**config.mk**
```make
export PLATFORM = sky130hd
export DESIGN_NAME = inst_queue_dual_flat
export DESIGN_NICKNAME = d
export VERILOG_FILES = /design/src/rtl/inst_queue_dual_if.sv /design/src/rtl/inst_queue_dual.sv /design/src/flat_wrapper.sv
export SDC_FILE = /design/constraint.sdc
export NUM_CORES = 2
export LEC_CHECK = 0
export CORE_UTILIZATION = 60
export DETAILED_ROUTE_END_ITERATION = 6
export PLACE_DENSITY = 0.85
export SLEW_MARGIN = 20
export SYNTH_ARGS = -nofsm -noshare
export SYNTH_HDL_FRONTEND = slang
export SYNTH_SLANG_ARGS = --single-unit
```
**constraint.sdc**
```tcl
create_clock -name clk -period 12.1 [get_ports clk]
set_input_delay 2.42 -clock clk [delete_from_list [all_inputs] [get_ports clk]]
set_output_delay 2.42 -clock clk [all_outputs]
set_load 0.01 [all_outputs]
```
**src/rtl/inst_queue_dual_if.sv**
```systemverilog
// Fetch-to-decode instruction queue bus: two enqueue slots in, two show-ahead
// entries out, plus occupancy and status.
interface inst_queue_dual_if #(
    parameter int INST_W = 32,
    parameter int ADDR_W = 32,
    parameter int DEPTH  = 16
);
    localparam int CNT_W = $clog2(DEPTH) + 1;

    logic              rdy;
    logic              clear;
    logic [1:0]        enq_num;
    logic [INST_W-1:0] enq_inst0;
    logic [INST_W-1:0] enq_inst1;
    logic [ADDR_W-1:0] enq_pc0;
    logic [ADDR_W-1:0] enq_pc1;
    logic [1:0]        deq_num;
    logic [1:0]        out_valid;
    logic [INST_W-1:0] out_inst0;
    logic [INST_W-1:0] out_inst1;
    logic [ADDR_W-1:0] out_pc0;
    logic [ADDR_W-1:0] out_pc1;
    logic [CNT_W-1:0]  count;
    logic              almost_full;
    logic              overflow;
    logic              underflow;

    // Pipeline side: drives enqueue/dequeue requests, observes the queue.
    modport master (
        output rdy, clear, enq_num, enq_inst0, enq_inst1, enq_pc0, enq_pc1, deq_num,
        input  out_valid, out_inst0, out_inst1, out_pc0, out_pc1,
        input  count, almost_full, overflow, underflow
    );

    // Queue side.
    modport slave (
        input  rdy, clear, enq_num, enq_inst0, enq_inst1, enq_pc0, enq_pc1, deq_num,
        output out_valid, out_inst0, out_inst1, out_pc0, out_pc1,
        output count, almost_full, overflow, underflow
    );
endinterface

```
**src/rtl/inst_queue_dual.sv**
```systemverilog
// Dual-ported show-ahead instruction queue between fetch and decode.
// Circular buffer with explicit occupancy count; all-or-nothing enqueue of up
// to two entries, up to two retired per cycle, sticky overflow/underflow.
module inst_queue_dual #(
    parameter int INST_W      = 32,
    parameter int ADDR_W      = 32,
    parameter int DEPTH       = 16,
    parameter int AFULL_SLACK = 2
) (
    input logic              clk,
    input logic              rst_n,
    inst_queue_dual_if.slave bus
);
    localparam int PTR_W = $clog2(DEPTH);
    localparam int CNT_W = PTR_W + 1;
    localparam logic [CNT_W-1:0] DEPTH_C = CNT_W'(DEPTH);
    localparam logic [CNT_W-1:0] SLACK_C = CNT_W'(AFULL_SLACK);

    // Storage is never reset; readers only see entries covered by count.
    logic [INST_W-1:0] inst_mem [DEPTH];
    logic [ADDR_W-1:0] pc_mem   [DEPTH];

    logic [PTR_W-1:0] head_reg, head_next;
    logic [PTR_W-1:0] tail_reg, tail_next;
    logic [CNT_W-1:0] count_reg, count_next;
    logic             overflow_reg, overflow_next;
    logic             underflow_reg, underflow_next;

    logic [CNT_W-1:0] enq_n, deq_n, free_n, acc_enq, eff_deq;
    logic             enq_ok;
    logic             wr_go;

    logic [PTR_W-1:0]  wr_addr [2];
    logic [1:0]        wr_en;
    logic [INST_W-1:0] wr_inst [2];
    logic [ADDR_W-1:0] wr_pc   [2];

    logic [PTR_W-1:0]  rd_addr [2];
    logic [1:0]        rd_valid;
    logic [INST_W-1:0] rd_inst [2];
    logic [ADDR_W-1:0] rd_pc   [2];

    // Next-state decode: space check and dequeue clamp both use the count
    // from before this edge, so a retire never makes room for a same-cycle
    // enqueue.
    always_comb begin
        enq_n          = (bus.enq_num == 2'd3) ? '0 : CNT_W'(bus.enq_num);
        deq_n          = (bus.deq_num == 2'd3) ? '0 : CNT_W'(bus.deq_num);
        free_n         = DEPTH_C - count_reg;
        enq_ok         = (enq_n <= free_n);
        acc_enq        = enq_ok ? enq_n : '0;
        eff_deq        = (deq_n > count_reg) ? count_reg : deq_n;
        wr_go          = 1'b0;
        head_next      = head_reg;
        tail_next      = tail_reg;
        count_next     = count_reg;
        overflow_next  = overflow_reg;
        underflow_next = underflow_reg;
        if (bus.clear) begin
            head_next      = '0;
            tail_next      = '0;
            count_next     = '0;
            overflow_next  = 1'b0;
            underflow_next = 1'b0;
        end else if (bus.rdy) begin
            wr_go      = 1'b1;
            head_next  = head_reg + PTR_W'(eff_deq);
            tail_next  = tail_reg + PTR_W'(acc_enq);
            count_next = count_reg + acc_enq - eff_deq;
            if (!enq_ok) begin
                overflow_next = 1'b1;
            end
            if (deq_n > count_reg) begin
                underflow_next = 1'b1;
            end
        end
    end

    assign wr_inst[0] = bus.enq_inst0;
    assign wr_inst[1] = bus.enq_inst1;
    assign wr_pc[0]   = bus.enq_pc0;
    assign wr_pc[1]   = bus.enq_pc1;

    genvar gi;
    generate
        for (gi = 0; gi < 2; gi++) begin : g_slot
            // Write slot gi lands at tail+gi when the accepted batch covers it.
            assign wr_addr[gi] = tail_reg + PTR_W'(gi);
            assign wr_en[gi]   = wr_go && (acc_enq > CNT_W'(gi));
            // Show-ahead read of head+gi, zeroed when that entry is absent.
            assign rd_addr[gi]  = head_reg + PTR_W'(gi);
            assign rd_valid[gi] = (count_reg > CNT_W'(gi));
            assign rd_inst[gi]  = rd_valid[gi] ? inst_mem[rd_addr[gi]] : '0;
            assign rd_pc[gi]    = rd_valid[gi] ? pc_mem[rd_addr[gi]]   : '0;
        end
    endgenerate

    // Entry storage write; two independent slots, no reset.
    always_ff @(posedge clk) begin
        for (int i = 0; i < 2; i++) begin
            if (wr_en[i]) begin
                inst_mem[wr_addr[i]] <= wr_inst[i];
                pc_mem[wr_addr[i]]   <= wr_pc[i];
            end
        end
    end

    // Pointer, occupancy and sticky error state.
    always_ff @(posedge clk or negedge rst_n) begin
        if (!rst_n) begin
            head_reg      <= '0;
            tail_reg      <= '0;
            count_reg     <= '0;
            overflow_reg  <= 1'b0;
            underflow_reg <= 1'b0;
        end else begin
            head_reg      <= head_next;
            tail_reg      <= tail_next;
            count_reg     <= count_next;
            overflow_reg  <= overflow_next;
            underflow_reg <= underflow_next;
        end
    end

    assign bus.out_valid   = rd_valid;
    assign bus.out_inst0   = rd_inst[0];
    assign bus.out_inst1   = rd_inst[1];
    assign bus.out_pc0     = rd_pc[0];
    assign bus.out_pc1     = rd_pc[1];
    assign bus.count       = count_reg;
    assign bus.almost_full = (free_n <= SLACK_C);
    assign bus.overflow    = overflow_reg;
    assign bus.underflow   = underflow_reg;
endmodule

```
**src/flat_wrapper.sv**
```systemverilog
// flat-port wrapper written by rule: the top's interface ports become plain ports
module inst_queue_dual_flat 
#(
    parameter int INST_W      = 32,
    parameter int ADDR_W      = 32,
    parameter int DEPTH       = 16,
    parameter int AFULL_SLACK = 2
)
  (clk, rst_n, bus_rdy, bus_clear, bus_enq_num, bus_enq_inst0, bus_enq_inst1, bus_enq_pc0, bus_enq_pc1, bus_deq_num, bus_out_valid, bus_out_inst0, bus_out_inst1, bus_out_pc0, bus_out_pc1, bus_count, bus_almost_full, bus_overflow, bus_underflow);
  inst_queue_dual_if #(.INST_W(INST_W), .ADDR_W(ADDR_W), .DEPTH(DEPTH)) bus_i ();
  input logic clk;
  input logic rst_n;
  input wire logic [$bits(bus_i.rdy)-1:0] bus_rdy;
  input wire logic [$bits(bus_i.clear)-1:0] bus_clear;
  input wire logic [$bits(bus_i.enq_num)-1:0] bus_enq_num;
  input wire logic [$bits(bus_i.enq_inst0)-1:0] bus_enq_inst0;
  input wire logic [$bits(bus_i.enq_inst1)-1:0] bus_enq_inst1;
  input wire logic [$bits(bus_i.enq_pc0)-1:0] bus_enq_pc0;
  input wire logic [$bits(bus_i.enq_pc1)-1:0] bus_enq_pc1;
  input wire logic [$bits(bus_i.deq_num)-1:0] bus_deq_num;
  output wire logic [$bits(bus_i.out_valid)-1:0] bus_out_valid;
  output wire logic [$bits(bus_i.out_inst0)-1:0] bus_out_inst0;
  output wire logic [$bits(bus_i.out_inst1)-1:0] bus_out_inst1;
  output wire logic [$bits(bus_i.out_pc0)-1:0] bus_out_pc0;
  output wire logic [$bits(bus_i.out_pc1)-1:0] bus_out_pc1;
  output wire logic [$bits(bus_i.count)-1:0] bus_count;
  output wire logic [$bits(bus_i.almost_full)-1:0] bus_almost_full;
  output wire logic [$bits(bus_i.overflow)-1:0] bus_overflow;
  output wire logic [$bits(bus_i.underflow)-1:0] bus_underflow;
  assign bus_i.rdy = bus_rdy;
  assign bus_i.clear = bus_clear;
  assign bus_i.enq_num = bus_enq_num;
  assign bus_i.enq_inst0 = bus_enq_inst0;
  assign bus_i.enq_inst1 = bus_enq_inst1;
  assign bus_i.enq_pc0 = bus_enq_pc0;
  assign bus_i.enq_pc1 = bus_enq_pc1;
  assign bus_i.deq_num = bus_deq_num;
  assign bus_out_valid = bus_i.out_valid;
  assign bus_out_inst0 = bus_i.out_inst0;
  assign bus_out_inst1 = bus_i.out_inst1;
  assign bus_out_pc0 = bus_i.out_pc0;
  assign bus_out_pc1 = bus_i.out_pc1;
  assign bus_count = bus_i.count;
  assign bus_almost_full = bus_i.almost_full;
  assign bus_overflow = bus_i.overflow;
  assign bus_underflow = bus_i.underflow;
  inst_queue_dual #(.INST_W(INST_W), .ADDR_W(ADDR_W), .DEPTH(DEPTH), .AFULL_SLACK(AFULL_SLACK)) u_core (.clk(clk), .rst_n(rst_n), .bus(bus_i));
endmodule
```
# [Word level (Yosys, flattened, before mapping)]
# Memories as Yosys holds them, arrays and structs flattened.
# Index checks and enable logic that the tools add are counted.
[word_totals] word_cells=56 rom_bits=0 reg_bits=15 ram_bits=1024 latchBits=0 memories=2 input_bits=136
[classes] magnitude_cmp=7 n_mux=26 n_shift=0 mul=0 div_mod_pow=0 bitwise_logic=0 n_eq_ne=3 n_addsub=7 reduce_logical=6
[memory_table] memory="u_core.inst_mem" depth=16 word_bits=32 rd=2 rd_clocked_by_memory_dff=0 write_ports=2 line="inst_queue_dual.sv:20" source="logic [INST_W-1:0] inst_mem [DEPTH];"
[memory_table] memory="u_core.pc_mem" depth=16 word_bits=32 rd=2 rd_clocked_by_memory_dff=0 write_ports=2 line="inst_queue_dual.sv:21" source="logic [ADDR_W-1:0] pc_mem [DEPTH];"
[ops] cell="$mux 32" n=4
[ops] cell="$gt 5x1->1 const B" n=4
[ops] cell="$mux 5" n=4
[ops] cell="$mux 4" n=4
[ops] cell="$mux 1" n=12
[ops] cell="$add 4x1->4 const B" n=2
[ops] cell="$add 4x4->4" n=2
[ops] cell="$add 5x5->5" n=1
[ops] cell="$gt 5x5->1" n=1
[ops] cell="$le 5x2->1 const B" n=1
[ops] cell="$le 5x5->1" n=1
[ops] cell="$sub 5x5->5" n=1
[ops] cell="$sub 5x5->5 const A" n=1
[ops] cell="$eq 2x2->1 const B" n=2
[ops] cell="$mux 2" n=2
[ops] cell="$reduce_and 2->1" n=2
[ops] cell="$reduce_bool 2->1" n=2
[ops] cell="$logic_and 1x1->1" n=2
[ops] cell="$ne 2x2->1 const B" n=1

# [Longest topological paths before layout]
[depth] word_depth=8 mapped_depth=17

# [Least setup slack after synthesis]
# OpenSTA, ideal clock, no wires.
[synth_timing] kind="input -> register" startpoint="input port bus_enq_num[0]" endpoint="memory u_core.inst_mem[15][0] (enable)" stages=9 setup_ps=644 required_ps=11456 t_arrival_ps=9986 n_path_buf=1 slack_ps=1471 cell_sequence="nand2b_1 > inv_1 > ha_1 > nor2b_1 > a2bb2oi_1 > o211ai_2 > buf_4 > nand2_1 > nor4_1"
[synth_rtl] item="start: declaration" line="flat_wrapper.sv:15" source="input wire logic [$bits(bus_i.enq_num)-1:0] bus_enq_num;"
[synth_rtl] item="end: declaration" line="inst_queue_dual.sv:20"

# [Final worst setup path]
[layout_timing] startpoint="register u_core.head_reg[0]" endpoint="output port bus_out_inst1[24]"
[layout_between] elab_chain_cells=3
[layout_rtl] item="start: declaration" line="inst_queue_dual.sv:23" source="logic [PTR_W-1:0] head_reg, head_next;"
[layout_rtl] item="start signal: assignment" line="inst_queue_dual.sv:117" source="head_reg <= head_next;"
[layout_rtl] item="$add 4x1->4" line="inst_queue_dual.sv:91" source="assign rd_addr[gi] = head_reg + PTR_W'(gi);"
[layout_rtl] item="$mem_v2 16x32"
[layout_rtl] item="$mux 32" line="inst_queue_dual.sv:93" source="assign rd_inst[gi] = rd_valid[gi] ? inst_mem[rd_addr[gi]] : '0;"
[layout_rtl] item="end: declaration" line="flat_wrapper.sv:23" source="output wire logic [$bits(bus_i.out_inst1)-1:0] bus_out_inst1;"
# No other way between the ends.

==> metrics.md <==
| Metric | Value |
|---|---|
| Status | complete, no violations |
| 1st-iter DRT viols | 6153 |
| Worst Hold Class | register to register |
| Reg2reg end | u_core.pc_mem[13][25] |
| Post-route ant nets | 0 |
| Total gr overflow | 0 |
| Number of buffers inserted to repair setup after CTS | 0 |
| Die area | 102000 um^2 |
| WL/cell | about 36 um |
| Via count of the first global-routing pass | 39400 |
| Worst Setup SP | u_core.head_reg[0] |
| Slew of the pin with the lowest slew margin | 1.30 ns |
| CTS buffer count | between 100 and 150 |
| Clk_lat worst skew | approximately 0.73 ns |
| WS Path Type | register to primary output |
| Area of the mapped netlist | 60700 um^2 |
| Max Clock Freq | ~120 MHz |
| Worst path slowest cell | dfrtp_4 |
| Initial antenna violation count | 21 |
| Synth Flop Type | edfxtp_1 |
| PortBufs | 273 |
| Minimum clock period | 8.56 ns |
| Detail-routed via count per cell | 7.75 |
| # rows | roughly 120 |
| Setup TNS | 0 ns |
| Max Clock Skew | about 0.043 ns |
| Design area | 67400 um^2 |
| Clock buffer depth | 3 |
| VDD IR max | 0.198 mV |
| Cell taking the most area after synthesis | edfxtp_1 |
| PD cells | about 160 nW/um^2 |
| Htree depth | 3 |
| Post-synth top area share | 50.7% |
| CTS root buf | clkbuf_16 |
| Final setup viols | 0 |
| Fill cells | 6581 |
| DIE WIDTH | 320 um |
| Nets | ~3900 |
| Critical Path RT | between 9 and 10 ns |
| Worst Path Arrival | ~6.1 ns |
| Starting density of the core | 60.6% |
| P&R area growth vs syn | 11.1% |
| Multi-input gate area | 27800 um^2 |
| Number of synthesized register bits | 1039 |
| Syn_nets | approximately 3800 |
| Top post-synthesis cells by area | edfxtp_1 51%, mux4_2 18%, mux2_2 18% |
| Crit-path max cell delay | about 1.0 ns |
| Core ar. | about 100000 um^2 |
| RSZ-0062 raised after global routing | no |
| R2R Path Start | u_core.bus.count[0] |
| IO Pins | 274 |
| Post-synth ARST share | 1.44% |
| Clock-pin slew on the worst setup and hold paths | 0.06 ns |
| Worst R2R Setup Slack | between 7 and 8 ns |
| Rel. slew slack | 13.5% |
| Via count | 39800 |
| Critical-path cell list | buf_4 > buf_4 > buf_4 > mux4_2 > a22oi_1 > a21oi_1 > clkdlybuf4s50_1 |
| TritonRoute pass-1 iters | 6 |
| Crit path launch type | register |
| Pleak | 21.2 nW |
| Syn_area_per_cell | 16.5 um^2 |
| R2r worst-path depth | 10 |
| CP delay by family, top | buffers and inverters |
| Reg area | 31100 um^2 |
| Register area share after synthesis | 51.3% |
| Worst Setup EP | bus_out_inst1[24] |
| CP Capture Type | primary output |
| DP Area | 64100 um^2 |
| Crit. path cell count | 7 |
| Fin. max-slew vios | 0 |
| DR DRC count | 0 |
| Final Hold Viols | 0 |
| First-pass GRT wire length | 268 mm |
| RePlAce Congestion | 0.826 |
| Layout cells sized above 1 | between 40% and 50% |
| Clock sink count | 1039 |
| Tcrit/Tclk final | a little over two thirds |
| Gr usage total | 36.2% |
| Post-CTS Resized | 0 |
| EDFF count, synth | 1024 |
| Pin count of the biggest net entering global routing | 141 |
| Die Height | 320 um |
| CP Buf/Inv Count | 4 |
| YS warnings | 0 |
| Most frequent CP cell | buf_4 |
| Worst-case hold slack | 0.503 ns |
| Max FO, Critical Path | 66 |
| Post-DP HPWL | 98.1 mm |
| Max-cap viol count | 0 |
| Number of hold buffers added after CTS | 0 |
| WL final | 187 mm |
| Distinct cells, synth | 57 |
| CTS tree | yes |
| Cell count after synthesis | between 3000 and 4000 |
routing by layer:
layer | GRT usage [%] | wire length [um]
met3 | 10.4 | 26800
met4 | 17.7 | 9270
met2 | 55.9 | 86900
met1 | 47.4 | 64200
met5 | 0 | 149
cells in the mapped netlist, types with 46 or more instances:
master / count
mux2_2: 965
nor2_1: 46
edfxtp_1: 1024
a22oi_1: 152
nand2_1: 63
mux2i_1: 133
a21oi_1: 75
clkbuf_1: 221
mux2_1: 60
buf_4: 52
mux4_2: 488
buf_2: 100
tightest hold or removal path: cells and delay by family (launching register included):
kind | cells | cell delay (ns)
DFF | 1 | 0.34
and+or+nand+nor | 2 | 0.12
report_power, final:
| group | internal, W | switching [W] |
|---|---|---|
| combinational | 0.00151 | 0.00172 |
| sequential | 0.00400 | 0.0000503 |
| clock | 0.00177 | 0.00145 |
| total | 0.00727 | 0.00323 |
placed cells by master, fill, tap and decap left out, types with 18 or more instances in the layout:
cell / netlist / final
clkdlybuf4s50_1: 0 / 273
buf_4: 52 / 80
mux2_2: 965 / 965
mux4_2: 488 / 488
o22ai_1: 40 / 40
clkbuf_1: 221 / 30
ha_1: 19 / 18
nor2_1: 46 / 30
mux2_1: 60 / 60
nor2_4: 0 / 19
clkinv_1: 1 / 24
clkinv_2: 0 / 18
o211ai_1: 26 / 26
a22oi_1: 152 / 152
edfxtp_1: 1024 / 1024
a21oi_1: 75 / 75
inv_1: 24 / 24
clkbuf_16: 0 / 110
mux2i_1: 133 / 133
nand3_1: 22 / 22
nand2_1: 63 / 61
kinds of logic after synthesis:
family / synth area share (%)
DFF: 51.3
muxes: 39.3
xor gates and xnor gates: 0.0433
other: 0.00618
and+or+nand+nor: 1.66
AOI/OAI and AO/OA: 3.75
buffers and inverters: 3.41
adders and majority gates: 0.524
stage by stage:
stage,cells,util (%),total power (W),worst slack [ns]
floorplan,3680,-,0.00602,1.47
global route,5127,67.3,0.0107,3.28
finish,5132,67.4,0.0105,3.54
CTS,5119,67.3,0.0105,3.57
global placement,4918,63.9,0.00726,4.49
detailed placement,4920,64.0,0.00729,4.36
layout make-up:
| cell class | count | area share (%) |
|---|---|---|
| Sequential cell | 1039 | 46.2 |
| Multi-Input combinational cell | 2199 | 41.2 |
| Timing Repair Buffer | 359 | 5.13 |
| Clock buffer | 142 | 4.29 |
| Tap cell | 1298 | 2.41 |
| Clock inverter | 57 | 0.631 |
| Inverter | 26 | 0.152 |
| Antenna cell | 12 | 0.0445 |
worst min path at each step:
stage | end | cells after the start | slack (ns) | startpoint
5_1_grt | u_core.bus.underflow | 2 | 0.53 | u_core.bus.underflow
3_5_place_dp | u_core.bus.overflow | 2 | 0.51 | u_core.bus.overflow
3_3_place_gp | u_core.bus.underflow | 2 | 0.48 | u_core.bus.underflow
6_report | u_core.bus.underflow | 2 | 0.50 | u_core.bus.underflow
2_1_floorplan | u_core.bus.overflow | 2 | 0.53 | u_core.bus.overflow
4_1_cts | u_core.bus.underflow | 2 | 0.52 | u_core.bus.underflow
(Power assumes the default switching activity.)
